--- src/rtl/riscv_pkg.sv ---
// Shared RISC-V pipeline types: widths, EX/MEM control bundle,
// writeback-select encodings and the EX/MEM payload struct.
package riscv_pkg;

  localparam int XLEN   = 32;
  localparam int REG_AW = 5;
  localparam int CTRL_W = 8;

  localparam logic [1:0] WB_ALU = 2'b00;
  localparam logic [1:0] WB_MEM = 2'b01;
  localparam logic [1:0] WB_PC4 = 2'b10;

  typedef struct packed {
    logic       regwrite;
    logic       memread;
    logic       memwrite;
    logic [1:0] wb_sel;
    logic [2:0] funct3;
  } ex_mem_ctrl_t;

  typedef struct packed {
    logic [XLEN-1:0]   alu_result;
    logic [XLEN-1:0]   rs2_data;
    logic [XLEN-1:0]   pc;
    logic [REG_AW-1:0] rd;
    ex_mem_ctrl_t      ctrl;
  } ex_mem_payload_t;

endpackage

--- src/rtl/pipe_payload_reg.sv ---
// Payload register: load enable, synchronous active-low clear.
// Ports: clk, rst_n (clear), load, d -> q.
module pipe_payload_reg #(
  parameter int W = 8
) (
  input  logic         clk,
  input  logic         rst_n,
  input  logic         load,
  input  logic [W-1:0] d,
  output logic [W-1:0] q
);

  always_ff @(posedge clk) begin
    if (!rst_n) begin
      q <= '0;
    end else if (load) begin
      q <= d;
    end
  end

endmodule

--- src/rtl/ex_mem_skid_buffer.sv ---
// EX->MEM 2-entry skid buffer with flush; s_ready is registered.
// Ports: s_* from EX (valid/ready + payload), m_* to MEM, i_flush.
module ex_mem_skid_buffer #(
  parameter int XLEN   = riscv_pkg::XLEN,
  parameter int REG_AW = riscv_pkg::REG_AW,
  parameter int CTRL_W = riscv_pkg::CTRL_W
) (
  input  logic              i_clk,
  input  logic              i_rst_n,
  input  logic              i_flush,
  input  logic              s_valid,
  output logic              s_ready,
  input  logic [XLEN-1:0]   s_alu_result,
  input  logic [XLEN-1:0]   s_rs2_data,
  input  logic [XLEN-1:0]   s_pc,
  input  logic [REG_AW-1:0] s_rd,
  input  logic [CTRL_W-1:0] s_ctrl,
  output logic              m_valid,
  input  logic              m_ready,
  output logic [XLEN-1:0]   m_alu_result,
  output logic [XLEN-1:0]   m_rs2_data,
  output logic [XLEN-1:0]   m_pc,
  output logic [REG_AW-1:0] m_rd,
  output logic [CTRL_W-1:0] m_ctrl
);

  localparam int PW = 3 * XLEN + REG_AW + CTRL_W;

  logic          main_v;
  logic          skid_v;
  logic          in_hs;
  logic          out_hs;
  logic          main_ld;
  logic          skid_ld;
  logic          clr_n;
  logic [PW-1:0] s_pay;
  logic [PW-1:0] main_d;
  logic [PW-1:0] main_q;
  logic [PW-1:0] skid_q;

  assign s_pay = {s_alu_result, s_rs2_data, s_pc, s_rd, s_ctrl};

  // Flush wipes the data too, so killed entries never reach m_*.
  assign clr_n = i_rst_n & ~i_flush;

  always_comb begin
    in_hs   = s_valid & ~skid_v;
    out_hs  = main_v & m_ready;
    // in_hs implies ~skid_v, so the two main sources never collide
    main_ld = ~i_flush & ((in_hs & (~main_v | out_hs)) |
                          (skid_v & out_hs));
    skid_ld = ~i_flush & in_hs & main_v & ~out_hs;
    main_d  = skid_v ? skid_q : s_pay;
  end

  always_ff @(posedge i_clk) begin
    if (!i_rst_n || i_flush) begin
      main_v <= 1'b0;
      skid_v <= 1'b0;
    end else begin
      main_v <= main_v ? (~out_hs | in_hs | skid_v) : in_hs;
      skid_v <= skid_v ? ~out_hs
                       : (in_hs & main_v & ~out_hs);
    end
  end

  pipe_payload_reg #(.W(PW)) u_main (
    .clk   (i_clk),
    .rst_n (clr_n),
    .load  (main_ld),
    .d     (main_d),
    .q     (main_q)
  );

  pipe_payload_reg #(.W(PW)) u_skid (
    .clk   (i_clk),
    .rst_n (clr_n),
    .load  (skid_ld),
    .d     (s_pay),
    .q     (skid_q)
  );

  assign s_ready = ~skid_v;
  assign m_valid = main_v;
  assign {m_alu_result, m_rs2_data, m_pc, m_rd, m_ctrl} = main_q;

  a_no_orphan_skid: assert property (
    @(posedge i_clk) disable iff (!i_rst_n) (main_v || !skid_v)
  );

endmodule

--- config.mk ---
export PLATFORM = sky130hd
export DESIGN_NAME = ex_mem_skid_buffer
export DESIGN_NICKNAME = d
export VERILOG_FILES = /design/src/rtl/riscv_pkg.sv /design/src/rtl/pipe_payload_reg.sv /design/src/rtl/ex_mem_skid_buffer.sv
export SDC_FILE = /design/constraint.sdc
export NUM_CORES = 1
export LEC_CHECK = 0
export BUFFER_PORTS_ARGS = -buffer_cell sky130_fd_sc_hd__buf_2
export CORE_ASPECT_RATIO = 0.75
export CORE_MARGIN = 4
export CORE_UTILIZATION = 45
export DETAILED_ROUTE_END_ITERATION = 8
export PLACE_DENSITY = 0.69
export SYNTH_ARGS = -nofsm -noshare
export SYNTH_HDL_FRONTEND = slang
export SYNTH_SLANG_ARGS = --single-unit
--- constraint.sdc ---
create_clock -name i_clk -period 3.6 [get_ports i_clk]
set_clock_uncertainty 0.2 [all_clocks]
set_input_delay 0.9 -clock i_clk [delete_from_list [all_inputs] [get_ports i_clk]]
set_output_delay 0.9 -clock i_clk [all_outputs]
set_load 0.01 [all_outputs]
==> out/metrics.cfg, run 1 <==
[run_status]
status=complete, no violations

[timing]
hold_viol_final=0
whs_ps=251.1
timing.fmax_ghz=0.3648
period_share_pct=76.15
maxSlewViolCount=0
rsz0062_at_grt=false
period_minus_slack_ps=2741
setup_tns_ps=0
maxSlewHeadroom_pct=43.17
setup_violations=0
layout_setup_ws_ps=858.7
tightest_slew_ps=852.4

[cts]
htreeDepth=1
clk_path_buf_depth=3
numCtsBuffers=23
path_clk_slew_ps=60
insertion_delay_ps=490
hold_buffers=0
cts_setup_buffers=0
cts_resized=0
cts_tree=yes
clock_sinks=220
root_buffer=clkbuf_16

[synthesis]
synth_nets=1196
yosys.area.top_type_share_pct=47.04
yosys_warnings=0
seq_area_frac_synth_pct=47.04
ys_ff_latch=220
synthDistinctLibCells=17
ys.flop_type=dfxtp_1
netlist_instances=1082
yosysTopAreaCell=dfxtp_1
synthTopCellsByArea=dfxtp_1, nand2_1, mux2_2
avgSynthCellArea_um2=8.653
synth_edf_count=0
synthArstFlopShare_pct=0
yosysMostFrequentCell=nand2_1
synthesis.area_mm2=0.009363
synth_common_cells=nand2_1, dfxtp_1, a21oi_1

[finish]
fin_nets=1373
postLayoutCellArea_mm2=0.01147
final_cell_count_no_fill=1555
n_antenna_cell=0
final_layout_size_suffix_gt1_share_pct=30.40
syn_to_final_growth_pct=22.49
final_util_pct=56.42

[place]
pre_cts_ws_ps=1007
dpl.hpwl_um=14460
dp_cells=1516
placed_cell_area_mm2=0.01070
portBuffers=224
place.gp.congestion=0.7594

[routing]
routedWlPerCell_um=14.85
first_pass_iters=4
wl_um=23100
drt.antenna.violating_nets=0
drt_iter0_drc=436
drc=0
vias=7712
vias_per_cell=4.959

[global_routing]
antenna_found_initial=4
grtUsageTotal_pct=18.92
grt_max_degree=125
grt_pass1_wl_um=37410
grt_pass1_vias=7376
grt_overflow=0

[worst_setup_path]
max_stage_delay_ps=910
required_ps=2500
end_kind=output port
path_buf_inv=2
worstPathCellList=inv_1 -> buf_2
cpMaxStageDelayCell=dfxtp_4
critPathTopFamily=flip-flops
crit_arrival_ps=1640
critPathKind=reg2out
crit_fanout=58
cp-start-kind=register

[pwr]
peakVddDrop_uv=339.8
p_leak_nw=4.949
powerDensity_mw_per_mm2=464.3
totalPowerFinal_mw=5.324

[flow_run]
drv_cap=0

[floorplan]
die_h_um=132.9
rows=45
die_area_mm2=0.02320
core_area_mm2=0.02033
ios=225
start_util_pct=46.06
die_w_um=174.6

[hold_path]
hp-class=reg2reg

## worst register-to-register path: cells and delay by family, from the launching register on
kind	cells	cell delay, ps
buffers and inverters	1	770
DFF	1	910
muxes	2	530
and+or+nand+nor	1	70
## registers in the layout, summed over array words and instances (netlist names)
name and cells:
u_main.q 109, u_skid.q 109, m_valid 1, skid_v 1
## cells by family after synthesis
family                 share of synthesized area, %
buffers and inverters                         4.076
AND/OR/NAND/NOR                               18.03
AO/OA/AOI/OAI                                 6.094
flip-flops                                    47.04
multiplexers                                  24.76
## per-layer routing
metal	up-vias	wire [um]	track usage, %
li1	3916	-	-
met1	3581	10680	25.33
met2	170	10580	31.22
met3	37	1376	4.713
met4	8	419	4.012
met5	-	49	0
## path summary, 6_finish.rpt
check | from | end | slack, ps | cells after the start
max reg2reg | skid_v | u_main.q[26] | 1000 | 4
min | u_skid.q[81] | u_skid.q[81] | 250 | 2
min reg2reg | u_skid.q[81] | u_skid.q[81] | 250 | 2
max | skid_v | s_ready | 860 | 2
## layout make-up
type	count	area [um^2]
clock inverters	7	112.6
multi-input cells	775	4634
well taps	282	352.8
fillers	1846	8857
flip-flops and latches	220	4408
inverters	2	7.507
repair buffers	237	1294
clock buffers	32	659.4
## layout by cell type (no fill, tap or decap), types with 3 or more instances in the layout
cell type,n
mux2i_1,109
bufinv_16,3
buf_2,224
nand2_1,438
a21oi_1,111
clkbuf_16,23
clkbuf_8,5
buf_12,6
buf_4,7
clkinv_2,3
mux2_2,109
clkbuf_1,4
dfxtp_1,219
## where the power goes
| group | switching [mW] | internal (mW) |
|---|---|---|
| clock network | 0.938 | 1.49 |
| registers | 0.0218 | 2.47 |
| logic | 0.223 | 0.187 |
(Power assumes the default switching activity.)
==> run 2: changes to the inputs <==
--- a/config.mk
+++ b/config.mk
@@ -5,12 +5,13 @@
 export SDC_FILE = /design/constraint.sdc
 export NUM_CORES = 1
 export LEC_CHECK = 0
+export ABC_AREA = 1
 export BUFFER_PORTS_ARGS = -buffer_cell sky130_fd_sc_hd__buf_2
 export CORE_ASPECT_RATIO = 0.75
 export CORE_MARGIN = 4
 export CORE_UTILIZATION = 45
 export DETAILED_ROUTE_END_ITERATION = 8
-export PLACE_DENSITY = 0.69
+export PLACE_DENSITY = 0.71
 export SYNTH_ARGS = -nofsm -noshare
 export SYNTH_HDL_FRONTEND = slang
 export SYNTH_SLANG_ARGS = --single-unit
==> constraint.sdc (replaced) <==
create_clock -name i_clk -period 2.3 [get_ports i_clk]
set_clock_uncertainty 0.2 [all_clocks]
set_input_delay 0.575 -clock i_clk [delete_from_list [all_inputs] [get_ports i_clk]]
set_output_delay 0.575 -clock i_clk [all_outputs]
set_load 0.01 [all_outputs]
==> run 2 against run 1 <==
Effect of this change:
- utilization decreased by 1.1 points
- register-to-register slack got worse by 500 ps
- worst hold slack got worse by 140 ps
- wire length grew 17%
- global-route usage up 1.3 points
- clock-buffer cell count is 3 higher
- combinational power is 110% higher
- via count grew 31%
- cell count rose by 37%
- synthesized cell count up 54%
- setup slack lost 580 ps
- largest cell class unchanged
==> out/metrics.cfg, run 2 <==
[run_status]
status=complete, no violations

[routing]
vias=10140
vias_per_cell=4.767
drc=0
wl_um=27020
drt.antenna.violating_nets=0
routedWlPerCell_um=12.70
first_pass_iters=5
drt_iter0_drc=773

[floorplan]
die_area_mm2=0.02561
ios=225
core_area_mm2=0.02241
die_w_um=183.4
die_h_um=139.6
start_util_pct=46.37
rows=47

[place]
pre_cts_ws_ps=287.5
place.gp.congestion=0.7755
dpl.hpwl_um=16740
portBuffers=224

[synthesis]
netlist_instances=1665
synthArstFlopShare_pct=0
yosys.area.top_type_share_pct=42.39
synth_nets=1779
yosysMostFrequentCell=nor2_1
ys.flop_type=dfxtp_1
synthesis.area_mm2=0.01039
synth_edf_count=0
synthDistinctLibCells=15
yosys_warnings=0
seq_area_frac_synth_pct=42.39
avgSynthCellArea_um2=6.239
synth_common_cells=nor2_1, nand2_1, inv_1
ys_ff_latch=220
yosysTopAreaCell=dfxtp_1
synthTopCellsByArea=dfxtp_1, nor2_1, nand2_1

[global_routing]
grtUsageTotal_pct=20.24
grt_overflow=0
grt_max_degree=103
grt_pass1_wl_um=44860
grt_pass1_vias=9162
antenna_found_initial=5

[cts]
cts_resized=0
path_clk_slew_ps=60
insertion_delay_ps=500
numCtsBuffers=23
cts_setup_buffers=0
clk_path_buf_depth=3
clock_sinks=220
hold_buffers=0
htreeDepth=1
root_buffer=clkbuf_16
cts_tree=yes

[pwr]
powerDensity_mw_per_mm2=684.9
intPower_mw=6.375
power.share.clock_pct=43.4
seqPwrFrac_pct=46.4
power.share.switching_pct=24.91
p_switching_mw=2.115
combinationalPowerShare_pct=10.2
p_leak_nw=7.001
peakVddDrop_uv=507.8

[flow_run]
drv_cap=0

[timing]
maxSlewHeadroom_pct=65.91
maxSlewViolCount=0
timing.fmax_ghz=0.4945
hold_viol_final=0
period_minus_slack_ps=2022
period_share_pct=87.92
setup_violations=0
setup_tns_ps=0
tightest_slew_ps=511.3
rsz0062_at_grt=false
layout_setup_ws_ps=277.8

[finish]
final_layout_size_suffix_gt1_share_pct=15.89
fin_nets=1929
syn_to_final_growth_pct=19.33
layout_common_cells=nor2_1, buf_2, nand2_1, inv_1, dfxtp_1
reg_top3=u_main.q x109, u_skid.q x109
final_common_cell=nor2_1
final_util_pct=55.33

[worst_setup_path]
crit_fanout=23
end_kind=output port
cp-start-kind=register
r2r_slack_ps=500
crit_arrival_ps=1250
required_ps=1520
critPathKind=reg2out

[hold_path]
hp-class=in2reg

[run 2: per-layer routing]
| layer | vias up | wire length (um) | GRT usage, % | part of all wire (%) |
|---|---|---|---|---|
| met2 | 256 | 11780 | 31.65 | 44 |
| met5 | - | 42 | 0 | 0.16 |
| li1 | 5330 | - | - | - |
| met1 | 4491 | 12560 | 28.24 | 46 |
| met3 | 54 | 2005 | 4.931 | 7.4 |
| met4 | 8 | 633 | 5.016 | 2.3 |
[run 2: power by group through the flow]
stage | clock [mW] | combinational, mW | sequential [mW]
after floorplan | 0 | 0.520 | 4.05
after global placement | 0 | 0.864 | 4.02
after detailed placement | 0 | 0.872 | 4.02
after CTS | 3.77 | 0.875 | 3.94
after global routing | 3.92 | 0.989 | 3.95
final | 3.68 | 0.870 | 3.94
[run 2: layout make-up]
cell class	count	area, um^2
Antenna cell	2	5.005
Clock buffer	35	720.7
Clock inverter	6	30.03
Fill cell	2187	10010
Inverter	223	842.1
Multi-Input combinational cell	1103	4589
Sequential cell	220	4408
Tap cell	294	367.9
Timing Repair Buffer	244	1434
[run 2: logic make-up after synthesis]
| logic type | after synthesis | synth area share (%) |
|---|---|---|
| flops | 220 | 42.39 |
| buf+inv | 342 | 13.71 |
| compound gates | 220 | 10.60 |
| simple gates | 883 | 33.30 |
[run 2: worst max-delay path, cell delays in order, from the launching register on]
cell	delay (ps)
dfxtp_4	520
inv_2	80
buf_2	150
[run 2: worst paths after layout]
check	startpoint	to	cells after the start
max reg2reg	skid_v	u_main.q[26]	6
max	skid_v	s_ready	2
min	s_alu_result[16]	u_skid.q[93]	3
min reg2reg	u_main.q[72]	u_main.q[72]	2
[run 2: through the flow]
stage / cells / power, mW / cell area (um^2) / hold WS, ps
global route: 2126 / 8.860 / 12390 / 110.5
finish: 2127 / 8.490 / 12400 / 113.5
CTS: 2125 / 8.585 / 12390 / 87.07
floorplan: 1665 / 4.570 / 10390 / 275.2
global placement: 2084 / 4.885 / 11640 / 253.8
detailed placement: 2084 / 4.895 / 11640 / 261.9
==> run 3: changes to the inputs <==
--- a/config.mk
+++ b/config.mk
@@ -9,9 +9,10 @@
 export BUFFER_PORTS_ARGS = -buffer_cell sky130_fd_sc_hd__buf_2
 export CORE_ASPECT_RATIO = 0.75
 export CORE_MARGIN = 4
-export CORE_UTILIZATION = 45
+export CORE_UTILIZATION = 50
 export DETAILED_ROUTE_END_ITERATION = 8
-export PLACE_DENSITY = 0.71
+export PLACE_DENSITY = 0.77
+export REMOVE_ABC_BUFFERS = 1
 export SYNTH_ARGS = -nofsm -noshare
 export SYNTH_HDL_FRONTEND = slang
 export SYNTH_SLANG_ARGS = --single-unit
==> run 3 against run 2 <==
Effect of this change:
- final area grew 0.64%
- sequential share of layout area down 0.22 points
- wire length is 0.54% lower
- critical path depth unchanged
- worst hold slack lost 5.1 ps
- maximum frequency fell by 0.71%
- sequential power hardly changed
- power shrank 1.3%
- clock-buffer cell count is 3 higher
- non-clock buffer count grew 4
- cell count shrank 0.42%
- combinational power rose by 2%
==> out/metrics.cfg, run 3 (same netlist as run 2, synthesis figures left out) <==
[worst_setup_path]
cp-start-kind=register
worstPathCellList=inv_2 -> buf_2
crit_arrival_ps=1260
end_kind=output port
max_stage_delay_ps=520
critPathKind=reg2out
cpMaxStageDelayCell=dfxtp_4
crit_fanout=22
required_ps=1520
reg2regPathDepth=7
regToRegStartpoint=skid_v
worstReg2RegEnd=u_main.q[99]
r2r_slack_ps=500

[floorplan]
die_h_um=132.8
ios=225
start_util_pct=51.11
core_area_mm2=0.02033
die_area_mm2=0.02317
rows=45
die_w_um=174.4

[global_routing]
grt_pass1_vias=9061
grt_max_degree=73
grt_overflow=0
grtUsageTotal_pct=21.81
grt_pass1_wl_um=43740
antenna_found_initial=9

[timing]
timing.fmax_ghz=0.4910
maxSlewHeadroom_pct=77.93
rsz0062_at_grt=false
hold_viol_final=0
whs_ps=108.4
period_share_pct=88.55
tightest_slew_ps=331.1
maxSlewViolCount=0
layout_setup_ws_ps=263.3
setup_violations=0
period_minus_slack_ps=2037
setup_tns_ps=0

[cts]
insertion_delay_ps=500
htreeDepth=1
hold_buffers=0
cts_resized=0
clock_sinks=220
cts_setup_buffers=0
root_buffer=clkbuf_16
path_clk_slew_ps=60
cts_tree=yes
clk_path_buf_depth=3
numCtsBuffers=23

[flow_run]
drv_cap=0

[finish]
final_util_pct=61.38
layout_common_cells=nor2_1, buf_2, nand2_1, inv_1, dfxtp_1
postLayoutCellArea_mm2=0.01248
final_layout_size_suffix_gt1_share_pct=15.70
final_cell_count_no_fill=2118
fin_nets=1933
final_common_cell=nor2_1
syn_to_final_growth_pct=20.09
reg_top3=u_main.q x109, u_skid.q x109

[pwr]
intPower_mw=6.308
combinationalPowerShare_pct=10.6
peakVddDrop_uv=448.2
p_switching_mw=2.070
powerDensity_mw_per_mm2=671.6
totalPowerFinal_mw=8.379
power.share.clock_pct=42.3
p_leak_nw=7.019
power.share.switching_pct=24.71
seqPwrFrac_pct=47.0

[routing]
routedWlPerCell_um=12.69
drt.antenna.violating_nets=0
drt_iter0_drc=1016
drc=0
wl_um=26880
vias=10400
first_pass_iters=6
vias_per_cell=4.909

[run_status]
status=complete, no violations

[place]
portBuffers=224
place.gp.congestion=0.7885
placed_cell_area_mm2=0.01176
dpl.hpwl_um=16770
dp_cells=2076
pre_cts_ws_ps=296.3

[hold_path]
holdPathEnd=u_skid.q[87]
hold_depth=3
hp-class=in2reg
min_from=s_alu_result[10]

-- run 3: critical path: cells and delay by family, from the launching register on --
family / cells / cell delay [ps]
flops: 1 / 520
buf+inv: 2 / 240
-- run 3: final cells by class --
type	instances	area (um^2)
clock inverter	2	12.51
inverter	223	842.1
sequential	220	4408
fill	1968	7850
tap	282	352.8
multi-input combinational	1103	4589
antenna	2	5.005
clock buffer	38	701.9
timing repair buffer	248	1564
-- run 3: how the worst max path moves through the flow --
stage               startpoint      endpoint  depth (start not counted)
floorplan              i_flush   u_main.q[0]                          4
global route            skid_v       s_ready                          2
detailed placement     i_flush  u_skid.q[73]                          7
CTS                     skid_v       s_ready                          2
global placement       i_flush  u_skid.q[65]                          7
finish                  skid_v       s_ready                          2
-- run 3: power by group through the flow --
stage / clock, mW / sequential, mW / combinational, mW
after global routing: 3.78 / 3.95 / 0.997
after CTS: 3.62 / 3.94 / 0.890
after global placement: 0 / 4.02 / 0.871
final: 3.55 / 3.94 / 0.889
after detailed placement: 0 / 4.02 / 0.885
after floorplan: 0 / 4.06 / 0.519
-- run 3: routing by layer --
metal	part of all wire, %	global-route usage [%]	vias up
li1	-	-	5346
met1	46	30.73	4667
met2	43	33.62	312
met3	8.1	6.227	56
met4	1.8	4.352	16
met5	0.35	0	-
